[src/rtl/ascon_io_pkg.sv]
// rtl/ascon_io_pkg.sv - shared state encoding and frame-length helper for the Ascon serial front end
package ascon_io_pkg;

   typedef enum logic [2:0] {
      ST_IDLE,
      ST_LOAD,
      ST_LOADED,
      ST_RUN,
      ST_UNLOAD,
      ST_DONE
   } state_e;

   // The serial frame is as long as the widest operand, never shorter than the 128-bit nonce/tag.
   function automatic int frame_len(input int kk, input int ll, input int yy);
      int m;
      m = 128;
      if (kk > m) m = kk;
      if (ll > m) m = ll;
      if (yy > m) m = yy;
      return m;
   endfunction

endpackage

[src/rtl/ascon_lane_deser.sv]
// rtl/ascon_lane_deser.sv - one operand lane: MSB-first shift register that only accepts its first W frame bits
module ascon_lane_deser #(
   parameter int W  = 128,
   parameter int CW = 8
) (
   input  logic          clk,
   input  logic          rst,
   input  logic          clr,
   input  logic          en,
   input  logic [CW-1:0] idx,
   input  logic          din,
   output logic [W-1:0]  data
);

   logic [W-1:0] data_q;
   logic [W-1:0] data_d;
   logic [W-1:0] base;

   // A clear and the first bit of the next frame arrive in the same cycle.
   always_comb begin
      base   = clr ? '0 : data_q;
      data_d = base;
      if (en && (idx < CW'(W))) begin
         data_d = {base[W-2:0], din};
      end
   end

   always_ff @(posedge clk or negedge rst) begin
      if (!rst) begin
         data_q <= '0;
      end else begin
         data_q <= data_d;
      end
   end

   assign data = data_q;

endmodule

[src/rtl/ascon_serial_io.sv]
// rtl/ascon_serial_io.sv - serial load of key/nonce/AD/PT, start forwarding, serial unload of ciphertext and tag
module ascon_serial_io
   import ascon_io_pkg::*;
#(
   parameter int k = 128,
   parameter int l = 40,
   parameter int y = 96
) (
   input  logic         clk,
   input  logic         rst,
   input  logic [4:0]   keyxSI,
   input  logic [4:0]   noncexSI,
   input  logic [4:0]   associated_dataxSI,
   input  logic [4:0]   plain_textxSI,
   input  logic         load_enxSI,
   input  logic         startxSI,
   input  logic         read_enxSI,
   input  logic         core_readyxSI,
   input  logic [y-1:0] core_ctxDI,
   input  logic [127:0] core_tagxDI,
   output logic [k-1:0] keyxDO,
   output logic [127:0] noncexDO,
   output logic [l-1:0] adxDO,
   output logic [y-1:0] ptxDO,
   output logic         loadedxSO,
   output logic         core_startxSO,
   output logic         cipher_textxSO,
   output logic         tagxSO,
   output logic         out_validxSO
);

   localparam int MAX = frame_len(k, l, y);
   localparam int CW  = $clog2(MAX + 1);

   state_e          state_q, state_d;
   logic [CW-1:0]   in_cnt_q, in_cnt_d;
   logic [CW-1:0]   out_cnt_q, out_cnt_d;
   logic            start_prev_q, start_prev_d;
   logic            core_start_q, core_start_d;
   logic            loaded_q, loaded_d;
   logic            out_valid_q, out_valid_d;
   logic [y-1:0]    ct_q, ct_d;
   logic [127:0]    tag_q, tag_d;

   logic            lane_en;
   logic            lane_clr;
   logic [CW-1:0]   lane_idx;
   logic            unused_pad;

   assign unused_pad = ^{keyxSI[4:1], noncexSI[4:1], associated_dataxSI[4:1], plain_textxSI[4:1]};

   always_comb begin
      state_d      = state_q;
      in_cnt_d     = in_cnt_q;
      out_cnt_d    = out_cnt_q;
      start_prev_d = startxSI;
      core_start_d = 1'b0;
      loaded_d     = loaded_q;
      out_valid_d  = out_valid_q;
      ct_d         = ct_q;
      tag_d        = tag_q;
      lane_en      = 1'b0;
      lane_clr     = 1'b0;
      lane_idx     = in_cnt_q;
      unique case (state_q)
         ST_IDLE, ST_LOAD, ST_DONE: begin
            if (load_enxSI) begin
               lane_en = 1'b1;
               // Loading after a completed run restarts the frame at bit 0 on fresh operands.
               if (state_q == ST_DONE) begin
                  lane_clr = 1'b1;
                  lane_idx = '0;
               end
               if (lane_idx == CW'(MAX - 1)) begin
                  state_d  = ST_LOADED;
                  loaded_d = 1'b1;
                  in_cnt_d = '0;
               end else begin
                  state_d  = ST_LOAD;
                  in_cnt_d = lane_idx + CW'(1);
               end
            end
         end
         ST_LOADED: begin
            if (startxSI && !start_prev_q) begin
               core_start_d = 1'b1;
               state_d      = ST_RUN;
            end
         end
         ST_RUN: begin
            if (core_readyxSI) begin
               ct_d        = core_ctxDI;
               tag_d       = core_tagxDI;
               out_cnt_d   = '0;
               out_valid_d = 1'b1;
               state_d     = ST_UNLOAD;
            end
         end
         ST_UNLOAD: begin
            if (read_enxSI) begin
               ct_d      = ct_q >> 1;
               tag_d     = tag_q >> 1;
               out_cnt_d = out_cnt_q + CW'(1);
               if (out_cnt_q == CW'(MAX - 1)) begin
                  state_d     = ST_DONE;
                  out_valid_d = 1'b0;
                  loaded_d    = 1'b0;
                  ct_d        = '0;
                  tag_d       = '0;
                  out_cnt_d   = '0;
               end
            end
         end
         default: state_d = ST_IDLE;
      endcase
   end

   always_ff @(posedge clk or negedge rst) begin
      if (!rst) begin
         state_q      <= ST_IDLE;
         in_cnt_q     <= '0;
         out_cnt_q    <= '0;
         start_prev_q <= 1'b0;
         core_start_q <= 1'b0;
         loaded_q     <= 1'b0;
         out_valid_q  <= 1'b0;
         ct_q         <= '0;
         tag_q        <= '0;
      end else begin
         state_q      <= state_d;
         in_cnt_q     <= in_cnt_d;
         out_cnt_q    <= out_cnt_d;
         start_prev_q <= start_prev_d;
         core_start_q <= core_start_d;
         loaded_q     <= loaded_d;
         out_valid_q  <= out_valid_d;
         ct_q         <= ct_d;
         tag_q        <= tag_d;
      end
   end

   ascon_lane_deser #(.W(k), .CW(CW)) u_key (
      .clk(clk), .rst(rst), .clr(lane_clr), .en(lane_en), .idx(lane_idx),
      .din(keyxSI[0]), .data(keyxDO)
   );

   ascon_lane_deser #(.W(128), .CW(CW)) u_nonce (
      .clk(clk), .rst(rst), .clr(lane_clr), .en(lane_en), .idx(lane_idx),
      .din(noncexSI[0]), .data(noncexDO)
   );

   ascon_lane_deser #(.W(l), .CW(CW)) u_ad (
      .clk(clk), .rst(rst), .clr(lane_clr), .en(lane_en), .idx(lane_idx),
      .din(associated_dataxSI[0]), .data(adxDO)
   );

   ascon_lane_deser #(.W(y), .CW(CW)) u_pt (
      .clk(clk), .rst(rst), .clr(lane_clr), .en(lane_en), .idx(lane_idx),
      .din(plain_textxSI[0]), .data(ptxDO)
   );

   assign loadedxSO      = loaded_q;
   assign core_startxSO  = core_start_q;
   assign cipher_textxSO = ct_q[0];
   assign tagxSO         = tag_q[0];
   assign out_validxSO   = out_valid_q;

endmodule

[config.mk]
export PLATFORM = sky130hd
export DESIGN_NAME = ascon_serial_io
export DESIGN_NICKNAME = d
export VERILOG_FILES = /design/src/rtl/ascon_io_pkg.sv /design/src/rtl/ascon_lane_deser.sv /design/src/rtl/ascon_serial_io.sv
export SDC_FILE = /design/constraint.sdc
export NUM_CORES = 1
export LEC_CHECK = 0
export ABC_AREA = 1
export CAP_MARGIN = 20
export CORE_AREA = 2 2 250 252
export CTS_BUF_LIST = sky130_fd_sc_hd__clkbuf_4 sky130_fd_sc_hd__clkbuf_8 sky130_fd_sc_hd__clkbuf_16
export DETAILED_ROUTE_END_ITERATION = 10
export DIE_AREA = 0 0 252 254
export PLACE_DENSITY_LB_ADDON = 0.25
export SYNTH_ARGS = -nofsm -noshare
export SYNTH_HDL_FRONTEND = slang
export SYNTH_SLANG_ARGS = --single-unit
[constraint.sdc]
create_clock -name clk -period 5 [get_ports clk]
set_input_delay 1 -clock clk [delete_from_list [all_inputs] [get_ports clk]]
set_output_delay 1 -clock clk [all_outputs]
set_load 0.01 [all_outputs]
==> report_table.html, run 1 <==
<table>
<tr><th>Metric</th><th>Value</th></tr>
<tr><th colspan="2">Status</th></tr>
<tr><td>Status</td><td>complete, no violations</td></tr>
<tr><th colspan="2">Clock tree</th></tr>
<tr><td>Post-cts gate resize count</td><td>0</td></tr>
<tr><td>Hold buffer count at cts</td><td>0</td></tr>
<tr><td>TritonCTS Sinks</td><td>639</td></tr>
<tr><td>TritonCTS buffer count</td><td>70</td></tr>
<tr><td>CTS HTree Levels</td><td>3</td></tr>
<tr><td>Cell at the root of the clock tree</td><td>clkbuf_16</td></tr>
<tr><td>CTS tree</td><td>yes</td></tr>
<tr><td>Worst-Skew Late Latency</td><td>0.61 ns</td></tr>
<tr><td>Max Root-Sink Buffers</td><td>3</td></tr>
<tr><td>Post-CTS Setup Repair Bufs</td><td>0</td></tr>
<tr><td>Clock slew seen by the registers of the worst setup and hold paths</td><td>0.06 ns</td></tr>
<tr><th colspan="2">Floorplanning</th></tr>
<tr><td>Die Ht</td><td>254 um</td></tr>
<tr><td>Initial core utilization</td><td>0.447</td></tr>
<tr><td>Core area</td><td>61300 sq um</td></tr>
<tr><td>Die X-Extent</td><td>252 um</td></tr>
<tr><td>Standard-cell row count</td><td>91</td></tr>
<tr><td>I/O pin cnt</td><td>647</td></tr>
<tr><td>DIE AREA</td><td>64000 sq um</td></tr>
<tr><th colspan="2">Final layout</th></tr>
<tr><td>Filler Cells Inserted</td><td>5332</td></tr>
<tr><td>Most common cell after layout, fill and taps aside</td><td>nand2_1</td></tr>
<tr><td>Area taken by flip-flops and latches</td><td>16000 sq um</td></tr>
<tr><td>Top library cells by usage in the layout, fill and taps aside</td><td>724 x nand2_1, 639 x dfrtp_1, 628 x clkdlybuf4s50_1</td></tr>
<tr><td>Final cell count without fillers</td><td>4302</td></tr>
<tr><td>Layout-stage area growth over the synthesis result</td><td>32.7%</td></tr>
<tr><td>Layout cell share with drive strength beyond 1</td><td>0.0531</td></tr>
<tr><td>Net count, final</td><td>3702</td></tr>
<tr><td>Design Area, Final</td><td>36400 sq um</td></tr>
<tr><td>Area taken by multi-input logic gates</td><td>9530 sq um</td></tr>
<tr><th colspan="2">Place</th></tr>
<tr><td>Half-perimeter wire length after detailed placement</td><td>52400 um</td></tr>
<tr><td>I/O Buffers</td><td>630</td></tr>
<tr><td>Cell Area, Placed</td><td>34000 sq um</td></tr>
<tr><td>Placed cell count</td><td>4168</td></tr>
<tr><td>Final RePlAce weighted congestion</td><td>0.830</td></tr>
<tr><th colspan="2">Synth</th></tr>
<tr><td>Number of synthesized register bits</td><td>639</td></tr>
<tr><td>Cell accounting for the most synthesized area</td><td>dfrtp_1</td></tr>
<tr><td>Synth top area cells</td><td>dfrtp_1 58%, nand2_1 10%, a22oi_1 6.1%</td></tr>
<tr><td>Post-synthesis cell area</td><td>27400 sq um</td></tr>
<tr><td>Count of yosys warnings during synthesis</td><td>0</td></tr>
<tr><td>Net count after synthesis</td><td>3225</td></tr>
<tr><td>Number of distinct library cells after synthesis</td><td>33</td></tr>
<tr><td>Cell count after synthesis</td><td>2973</td></tr>
<tr><td>Post-synthesis sequential area ratio</td><td>0.583</td></tr>
<tr><td>Yosys top cell area share</td><td>0.583</td></tr>
<tr><td>Average instance area after synthesis</td><td>9.22 sq um</td></tr>
<tr><th colspan="2">Worst setup path</th></tr>
<tr><td>Launching point of the worst reg2reg path</td><td>state_q[1]</td></tr>
<tr><td>Setup Crit Path Kind</td><td>flip-flop to flip-flop</td></tr>
<tr><td>CP peak stage delay</td><td>0.75 ns</td></tr>
<tr><td>Dominant cell type by count on the critical path</td><td>inv_1</td></tr>
<tr><td>Type of destination of the critical path</td><td>flip-flop</td></tr>
<tr><td>Worst Setup SP</td><td>state_q[1]</td></tr>
<tr><td>Worst-path maximum fanout</td><td>81</td></tr>
<tr><td>Startpoint type of the worst setup path</td><td>flip-flop</td></tr>
<tr><td>Critical Path AT</td><td>3.51 ns</td></tr>
<tr><td>Cells traversed along the worst timing path</td><td>inv_1 &gt; nand3_1 &gt; inv_1 &gt; nand2_4 &gt; buf_4 &gt; nand2_1 &gt; inv_1 &gt; nand2_1 &gt; o21ai_1</td></tr>
<tr><td>Cell with the largest stage delay on the worst path</td><td>nand2_4</td></tr>
<tr><td>Req. time, crit path</td><td>5.52 ns</td></tr>
<tr><th colspan="2">Flow run</th></tr>
<tr><td>Number of max-capacitance violations reported</td><td>0</td></tr>
<tr><th colspan="2">Drt</th></tr>
<tr><td>Initial DRC Count</td><td>2292</td></tr>
<tr><td>Uppermost routed layer</td><td>met4</td></tr>
<tr><td>Wirelength per Cell</td><td>19.0 um</td></tr>
<tr><td>Met1 wire length</td><td>33700 um</td></tr>
<tr><td>Detail Route met2 WL</td><td>39500 um</td></tr>
<tr><td>Count of TritonRoute iterations in the first routing pass</td><td>6</td></tr>
<tr><td>Vias after detailed routing</td><td>23800</td></tr>
<tr><td>Number of routed nets with antenna violations</td><td>0</td></tr>
<tr><td>Overall routed net length</td><td>81700 um</td></tr>
<tr><td>Remaining DRCs</td><td>0</td></tr>
<tr><td>Detailed route wirelength on metal3</td><td>5080 um</td></tr>
<tr><td>Vias per Instance</td><td>5.53</td></tr>
<tr><th colspan="2">Global route</th></tr>
<tr><td>GR Util All Layers</td><td>0.245</td></tr>
<tr><td>Pin count of the biggest net entering global routing</td><td>257</td></tr>
<tr><td>Via count of the first global-routing pass</td><td>22400</td></tr>
<tr><td>Wire length of the first global-routing pass</td><td>126000 um</td></tr>
<tr><td>Number of antenna violations at the first check in global routing</td><td>9</td></tr>
<tr><td>Congestion Overflow GR</td><td>0</td></tr>
<tr><th colspan="2">STA</th></tr>
<tr><td>Setup violations, final</td><td>0</td></tr>
<tr><td>Share of the cycle needed by the critical path after routing</td><td>0.597</td></tr>
<tr><td>Final count of pins violating max slew</td><td>0</td></tr>
<tr><td>Rel. slew slack</td><td>0.274</td></tr>
<tr><td>Transition at the pin with the smallest max-transition slack</td><td>1.09 ns</td></tr>
<tr><td>Tightest hold margin</td><td>0.416 ns</td></tr>
<tr><td>RSZ-0062 raised after global routing</td><td>no</td></tr>
<tr><td>Maximum clock frequency</td><td>335 MHz</td></tr>
<tr><td>Final TNS setup</td><td>0 ns</td></tr>
<tr><td>Number of failing hold endpoints at the final stage</td><td>0</td></tr>
<tr><td>Final clock skew</td><td>0.0215 ns</td></tr>
<tr><td>Period minus WS final</td><td>2.99 ns</td></tr>
<tr><th colspan="2">Worst hold path</th></tr>
<tr><td>Kind of path behind the tightest hold check</td><td>flip-flop to flip-flop</td></tr>
<tr><td>Start point of the worst min-delay path</td><td>start_prev_q</td></tr>
<tr><th colspan="2">Pwr</th></tr>
<tr><td>Overall power</td><td>12.2 mW</td></tr>
<tr><td>Worst vdd ir</td><td>0.260 mV</td></tr>
<tr><td>Pleak</td><td>17.5 nW</td></tr>
<tr><td>Power per unit of standard cell area</td><td>335 nW/um^2</td></tr>
</table>
-- report_power, final --
group	switching [mW]	internal, mW
Sequential	0.172	5.42
Clock	2.11	3.10
Combinational	0.752	0.629
-- registers in the layout, summed over array words and instances (netlist names), 8 cells and up --
name / flops
tag_q: 128
u_key.data: 128
u_nonce.data: 128
ct_q: 96
u_pt.data: 96
u_ad.data: 40
in_cnt_q: 8
out_cnt_q: 8
-- synth_stat cells, drive strengths merged --
cell type  number
a21oi           4
a22oi         222
buf           132
clkbuf        137
clkinv          1
dfrtp         639
ha              2
inv           170
nand2         730
nand3         311
nand3b          1
nand4         229
nor2           14
nor3            4
nor3b           1
o21ai         368
o221ai          1
o22ai           2
o31ai           3
xnor2           1
xor2            1
-- critical path, delay by kind of cell (launching register included) --
family                 cells  cell delay (ns)
AND/OR/NAND/NOR            4             1.36
buffers and inverters      4             0.91
flip-flops                 1             0.45
AO/OA/AOI/OAI              1             0.12
-- per-layer routing --
metal	vias to the layer above	track usage
met5	-	0
met4	0	0.111
met3	171	0.0568
met2	767	0.390
met1	11600	0.320
li1	11200	-
-- layout make-up --
| cell class | count | share of cell area |
|---|---|---|
| clock inverter | 21 | 0.00523 |
| multi-input combinational | 1894 | 0.262 |
| antenna | 10 | 0.000688 |
| tap | 790 | 0.0272 |
| sequential | 639 | 0.440 |
| timing repair buffer | 674 | 0.188 |
| clock buffer | 103 | 0.0593 |
| inverter | 171 | 0.0182 |
-- path summary, 6_finish.rpt --
check | end | slack [ns] | cells after the start
setup reg to reg | u_pt.data[30] | 2.01 | 9
max in group asynchronous | tag_q[0] | 3.33 | 3
setup / recovery | u_pt.data[30] | 2.01 | 9
hold reg to reg | core_startxSO | 0.42 | 1
min in group asynchronous | u_nonce.data[42] | 0.44 | 1
hold / removal | core_startxSO | 0.42 | 1
-- metrics by stage --
step           utilization  setup WS [ns]
3_5_place_dp         0.555           1.71
6_report             0.594           2.01
5_1_grt              0.594           1.72
3_3_place_gp         0.555           1.70
2_1_floorplan            -           2.89
4_1_cts              0.593           2.01
-- logic make-up (layout without fill, tap and decap cells) --
logic type,count (synthesis),in the layout,share of synthesized area
flops,639,639,0.583
fa+ha+maj,2,2,0.000913
other cells,0,10,0
compound gates,600,600,0.131
simple gates,1290,1290,0.213
buf+inv,440,969,0.0709
xor+xnor,2,2,0.000639
Note: power is estimated with default switching activity, not from simulation.
==> inputs of run 2 (changes only) <==
--- a/config.mk
+++ b/config.mk
@@ -7,10 +7,10 @@
 export LEC_CHECK = 0
 export ABC_AREA = 1
 export CAP_MARGIN = 20
-export CORE_AREA = 2 2 250 252
+export CORE_AREA = 2 2 252 254
 export CTS_BUF_LIST = sky130_fd_sc_hd__clkbuf_4 sky130_fd_sc_hd__clkbuf_8 sky130_fd_sc_hd__clkbuf_16
 export DETAILED_ROUTE_END_ITERATION = 10
-export DIE_AREA = 0 0 252 254
+export DIE_AREA = 0 0 254 256
 export PLACE_DENSITY_LB_ADDON = 0.25
 export SYNTH_ARGS = -nofsm -noshare
 export SYNTH_HDL_FRONTEND = slang
==> constraint.sdc (replaced) <==
create_clock -name clk -period 2.75 [get_ports clk]
set_input_delay 0.55 -clock clk [delete_from_list [all_inputs] [get_ports clk]]
set_output_delay 0.55 -clock clk [all_outputs]
set_load 0.01 [all_outputs]
==> report_table.html, run 2 (synthesized netlist as in run 1, its figures left out) <==
<table>
<tr><th>Metric</th><th>Value</th></tr>
<tr><th colspan="2">Worst hold path</th></tr>
<tr><td>Kind of path behind the tightest hold check</td><td>input pin to flip-flop</td></tr>
<tr><td>Start point of the worst min-delay path</td><td>startxSI</td></tr>
<tr><td>Hold endpoint</td><td>start_prev_q</td></tr>
<tr><td>Number of cells traversed by the worst hold path</td><td>1 (unchanged)</td></tr>
<tr><th colspan="2">Worst setup path</th></tr>
<tr><td>Worst-path maximum fanout</td><td>159 (+96%)</td></tr>
<tr><td>Reg-to-Reg End</td><td>u_nonce.data[40]</td></tr>
<tr><td>Critical Path AT</td><td>2.88 ns (-0.63 ns)</td></tr>
<tr><td>Worst reg-to-reg path cell count</td><td>9 (unchanged)</td></tr>
<tr><td>Family of cells with the greatest summed delay on the critical path</td><td>buffers and inverters</td></tr>
<tr><td>CP peak stage delay</td><td>0.46 ns (-0.29 ns)</td></tr>
<tr><td>Launching point of the worst reg2reg path</td><td>state_q[1]</td></tr>
<tr><td>Setup slack of the worst register-to-register path</td><td>0.38 ns (-1.63 ns)</td></tr>
<tr><td>Cells traversed along the worst timing path</td><td>inv_1 &gt; nand3_1 &gt; buf_4 &gt; nand2_2 &gt; nand2_8 &gt; inv_6 &gt; buf_12 &gt; nand3_1 &gt; o21ai_0</td></tr>
<tr><td>Setup Crit Path Kind</td><td>flip-flop to flip-flop</td></tr>
<tr><td>Dominant cell type by count on the critical path</td><td>nand3_1</td></tr>
<tr><td>Startpoint type of the worst setup path</td><td>flip-flop</td></tr>
<tr><td>Count of buffer and inverter cells on the critical path</td><td>4 (unchanged)</td></tr>
<tr><td>Cell with the largest stage delay on the worst path</td><td>dfrtp_1</td></tr>
<tr><td>Req. time, crit path</td><td>3.26 ns (-2.26 ns)</td></tr>
<tr><td>Type of destination of the critical path</td><td>flip-flop</td></tr>
<tr><td>Worst Setup SP</td><td>state_q[1]</td></tr>
<tr><th colspan="2">Clock tree</th></tr>
<tr><td>Post-CTS Setup Repair Bufs</td><td>0 (unchanged)</td></tr>
<tr><td>CTS tree</td><td>yes</td></tr>
<tr><td>Clock slew seen by the registers of the worst setup and hold paths</td><td>0.06 ns (about the same)</td></tr>
<tr><td>TritonCTS Sinks</td><td>639 (unchanged)</td></tr>
<tr><td>Worst-Skew Late Latency</td><td>0.60 ns (about the same)</td></tr>
<tr><td>TritonCTS buffer count</td><td>71 (+1.4%)</td></tr>
<tr><td>CTS HTree Levels</td><td>3 (unchanged)</td></tr>
<tr><td>Cell at the root of the clock tree</td><td>clkbuf_16</td></tr>
<tr><td>Max Root-Sink Buffers</td><td>3 (unchanged)</td></tr>
<tr><th colspan="2">Final layout</th></tr>
<tr><td>Layout cell share with drive strength beyond 1</td><td>0.0664 (+0.0133)</td></tr>
<tr><td>Top library cells by usage in the layout, fill and taps aside</td><td>724 x nand2_1, 639 x dfrtp_1, 628 x clkdlybuf4s50_1</td></tr>
<tr><td>Net count, final</td><td>3749 (+1.3%)</td></tr>
<tr><td>Most common cell after layout, fill and taps aside</td><td>nand2_1</td></tr>
<tr><td>Layout-stage area growth over the synthesis result</td><td>35.5%</td></tr>
<tr><th colspan="2">Pwr</th></tr>
<tr><td>Worst vdd ir</td><td>0.469 mV (+81%)</td></tr>
<tr><td>Fraction of power consumed by sequential logic</td><td>0.454 (-0.005)</td></tr>
<tr><td>Combinational power share</td><td>0.116 (+0.003)</td></tr>
<tr><td>Power Internal</td><td>16.8 mW (+83%)</td></tr>
<tr><td>Switching power</td><td>5.62 mW (+85%)</td></tr>
<tr><td>Pleak</td><td>17.9 nW (+2.1%)</td></tr>
<tr><td>Net Sw Frac</td><td>0.251 (+0.00206)</td></tr>
<tr><td>Power per unit of standard cell area</td><td>603 nW/um^2 (+80%)</td></tr>
<tr><td>Part of the power in the clock network</td><td>0.429 (about the same)</td></tr>
<tr><td>Overall power</td><td>22.4 mW (+84%)</td></tr>
<tr><th colspan="2">Floorplanning</th></tr>
<tr><td>Initial core utilization</td><td>0.439 (-0.00813)</td></tr>
<tr><td>I/O pin cnt</td><td>647 (unchanged)</td></tr>
<tr><td>Die X-Extent</td><td>254 um (+0.79%)</td></tr>
<tr><td>DIE AREA</td><td>65000 sq um (+1.6%)</td></tr>
<tr><td>Standard-cell row count</td><td>92 (+1.1%)</td></tr>
<tr><td>Core area</td><td>62400 sq um (+1.9%)</td></tr>
<tr><td>Die Ht</td><td>256 um (+0.79%)</td></tr>
<tr><th colspan="2">Global route</th></tr>
<tr><td>Pin count of the biggest net entering global routing</td><td>223 (-13%)</td></tr>
<tr><td>GR Util All Layers</td><td>0.246 (+0.00141)</td></tr>
<tr><td>Number of antenna violations at the first check in global routing</td><td>11 (+2)</td></tr>
<tr><td>Congestion Overflow GR</td><td>0 (unchanged)</td></tr>
<tr><td>Wire length of the first global-routing pass</td><td>128000 um (+1.6%)</td></tr>
<tr><td>Via count of the first global-routing pass</td><td>22400 (+0.080%)</td></tr>
<tr><th colspan="2">STA</th></tr>
<tr><td>Final count of pins violating max slew</td><td>0 (unchanged)</td></tr>
<tr><td>Transition at the pin with the smallest max-transition slack</td><td>1.03 ns (-0.0553 ns)</td></tr>
<tr><td>Rel. slew slack</td><td>0.311 (+0.0369)</td></tr>
<tr><td>Period minus WS final</td><td>2.37 ns (-0.617 ns)</td></tr>
<tr><td>Slack of the critical path</td><td>0.381 ns (-1.63 ns)</td></tr>
<tr><td>Final clock skew</td><td>0.0153 ns (-0.00625 ns)</td></tr>
<tr><td>Share of the cycle needed by the critical path after routing</td><td>0.861 (+0.264)</td></tr>
<tr><td>RSZ-0062 raised after global routing</td><td>no</td></tr>
<tr><td>Setup violations, final</td><td>0 (unchanged)</td></tr>
<tr><td>Number of failing hold endpoints at the final stage</td><td>0 (unchanged)</td></tr>
<tr><td>Final TNS setup</td><td>0 ns (unchanged)</td></tr>
<tr><td>Maximum clock frequency</td><td>422 MHz (+26%)</td></tr>
<tr><th colspan="2">Drt</th></tr>
<tr><td>Vias per Instance</td><td>5.41 (-2.1%)</td></tr>
<tr><td>Wirelength per Cell</td><td>18.8 um (-1.1%)</td></tr>
<tr><td>Overall routed net length</td><td>82800 um (+1.4%)</td></tr>
<tr><td>Vias after detailed routing</td><td>23900 (+0.28%)</td></tr>
<tr><td>Remaining DRCs</td><td>0 (unchanged)</td></tr>
<tr><td>Count of TritonRoute iterations in the first routing pass</td><td>8 (+2)</td></tr>
<tr><td>Number of routed nets with antenna violations</td><td>0 (unchanged)</td></tr>
<tr><td>Initial DRC Count</td><td>2115 (-7.7%)</td></tr>
<tr><th colspan="2">Place</th></tr>
<tr><td>Worst slack at placement</td><td>0.199 ns (-1.51 ns)</td></tr>
<tr><td>Final RePlAce weighted congestion</td><td>0.841 (+1.4%)</td></tr>
<tr><td>I/O Buffers</td><td>630 (unchanged)</td></tr>
<tr><td>Half-perimeter wire length after detailed placement</td><td>55300 um (+5.5%)</td></tr>
<tr><th colspan="2">Status</th></tr>
<tr><td>Status</td><td>complete, no violations</td></tr>
<tr><th colspan="2">Flow run</th></tr>
<tr><td>Number of max-capacitance violations reported</td><td>0 (unchanged)</td></tr>
</table>
==> run 2: metal layers <==
layer,part of all wire,vias to the layer above,track usage
met4,0.038,4,0.106
met3,0.066,161,0.0581
met1,0.41,11600,0.322
li1,-,11300,-
met2,0.48,713,0.391
met5,0.00036,-,0
==> run 2: metrics by stage <==
step	utilization	cells	hold WS [ns]	area, sq um
2_1_floorplan	-	2973	0.254	27400
3_3_place_gp	0.557	4269	0.413	34700
3_5_place_dp	0.557	4269	0.417	34700
4_1_cts	0.595	4399	0.381	37100
5_1_grt	0.595	4408	0.406	37100
6_report	0.595	4408	0.419	37100
==> run 2: worst max-delay path by stage <==
stage / end / slack, ns / cells past startpoint
2_1_floorplan: state_q[0] / 0.92 / 13
3_3_place_gp: u_pt.data[76] / 0.24 / 9
3_5_place_dp: u_pt.data[76] / 0.20 / 9
4_1_cts: u_pt.data[76] / 0.38 / 7
5_1_grt: u_pt.data[80] / 0.18 / 7
6_report: u_nonce.data[40] / 0.38 / 9
==> run 2: cell type report <==
cell class | instances | area, sq um
antenna | 9 | 22.5
clock buffer | 101 | 2110
fill | 5384 | 25300
multi-input combinational | 1894 | 9530
timing repair buffer | 720 | 7490
inverter | 171 | 662
sequential | 639 | 16000
clock inverter | 28 | 265
tap | 846 | 1060
==> run 2: repair_timing <==
| action | CTS | global route |
|---|---|---|
| setup endpoints to repair | 0 | 0 |
| hold buffers | 1 | 0 |
| hold endpoints to repair | 54 | 0 |
| gates resized for setup | 0 | 0 |
==> run 2: power groups by stage <==
stage	combinational (mW)	sequential, mW	clock (mW)
2_1_floorplan	0.871	10.4	0
3_3_place_gp	2.60	10.3	0
3_5_place_dp	2.63	10.3	0
4_1_cts	2.64	10.2	9.85
5_1_grt	2.85	10.2	10.2
6_report	2.61	10.2	9.61
==> run 2: worst reg2reg max path: cells and delay by family (launching register included) <==
kind,cells,cell delay [ns]
compound gates,1,0.12
buf+inv,4,0.87
flops,1,0.46
simple gates,4,0.83
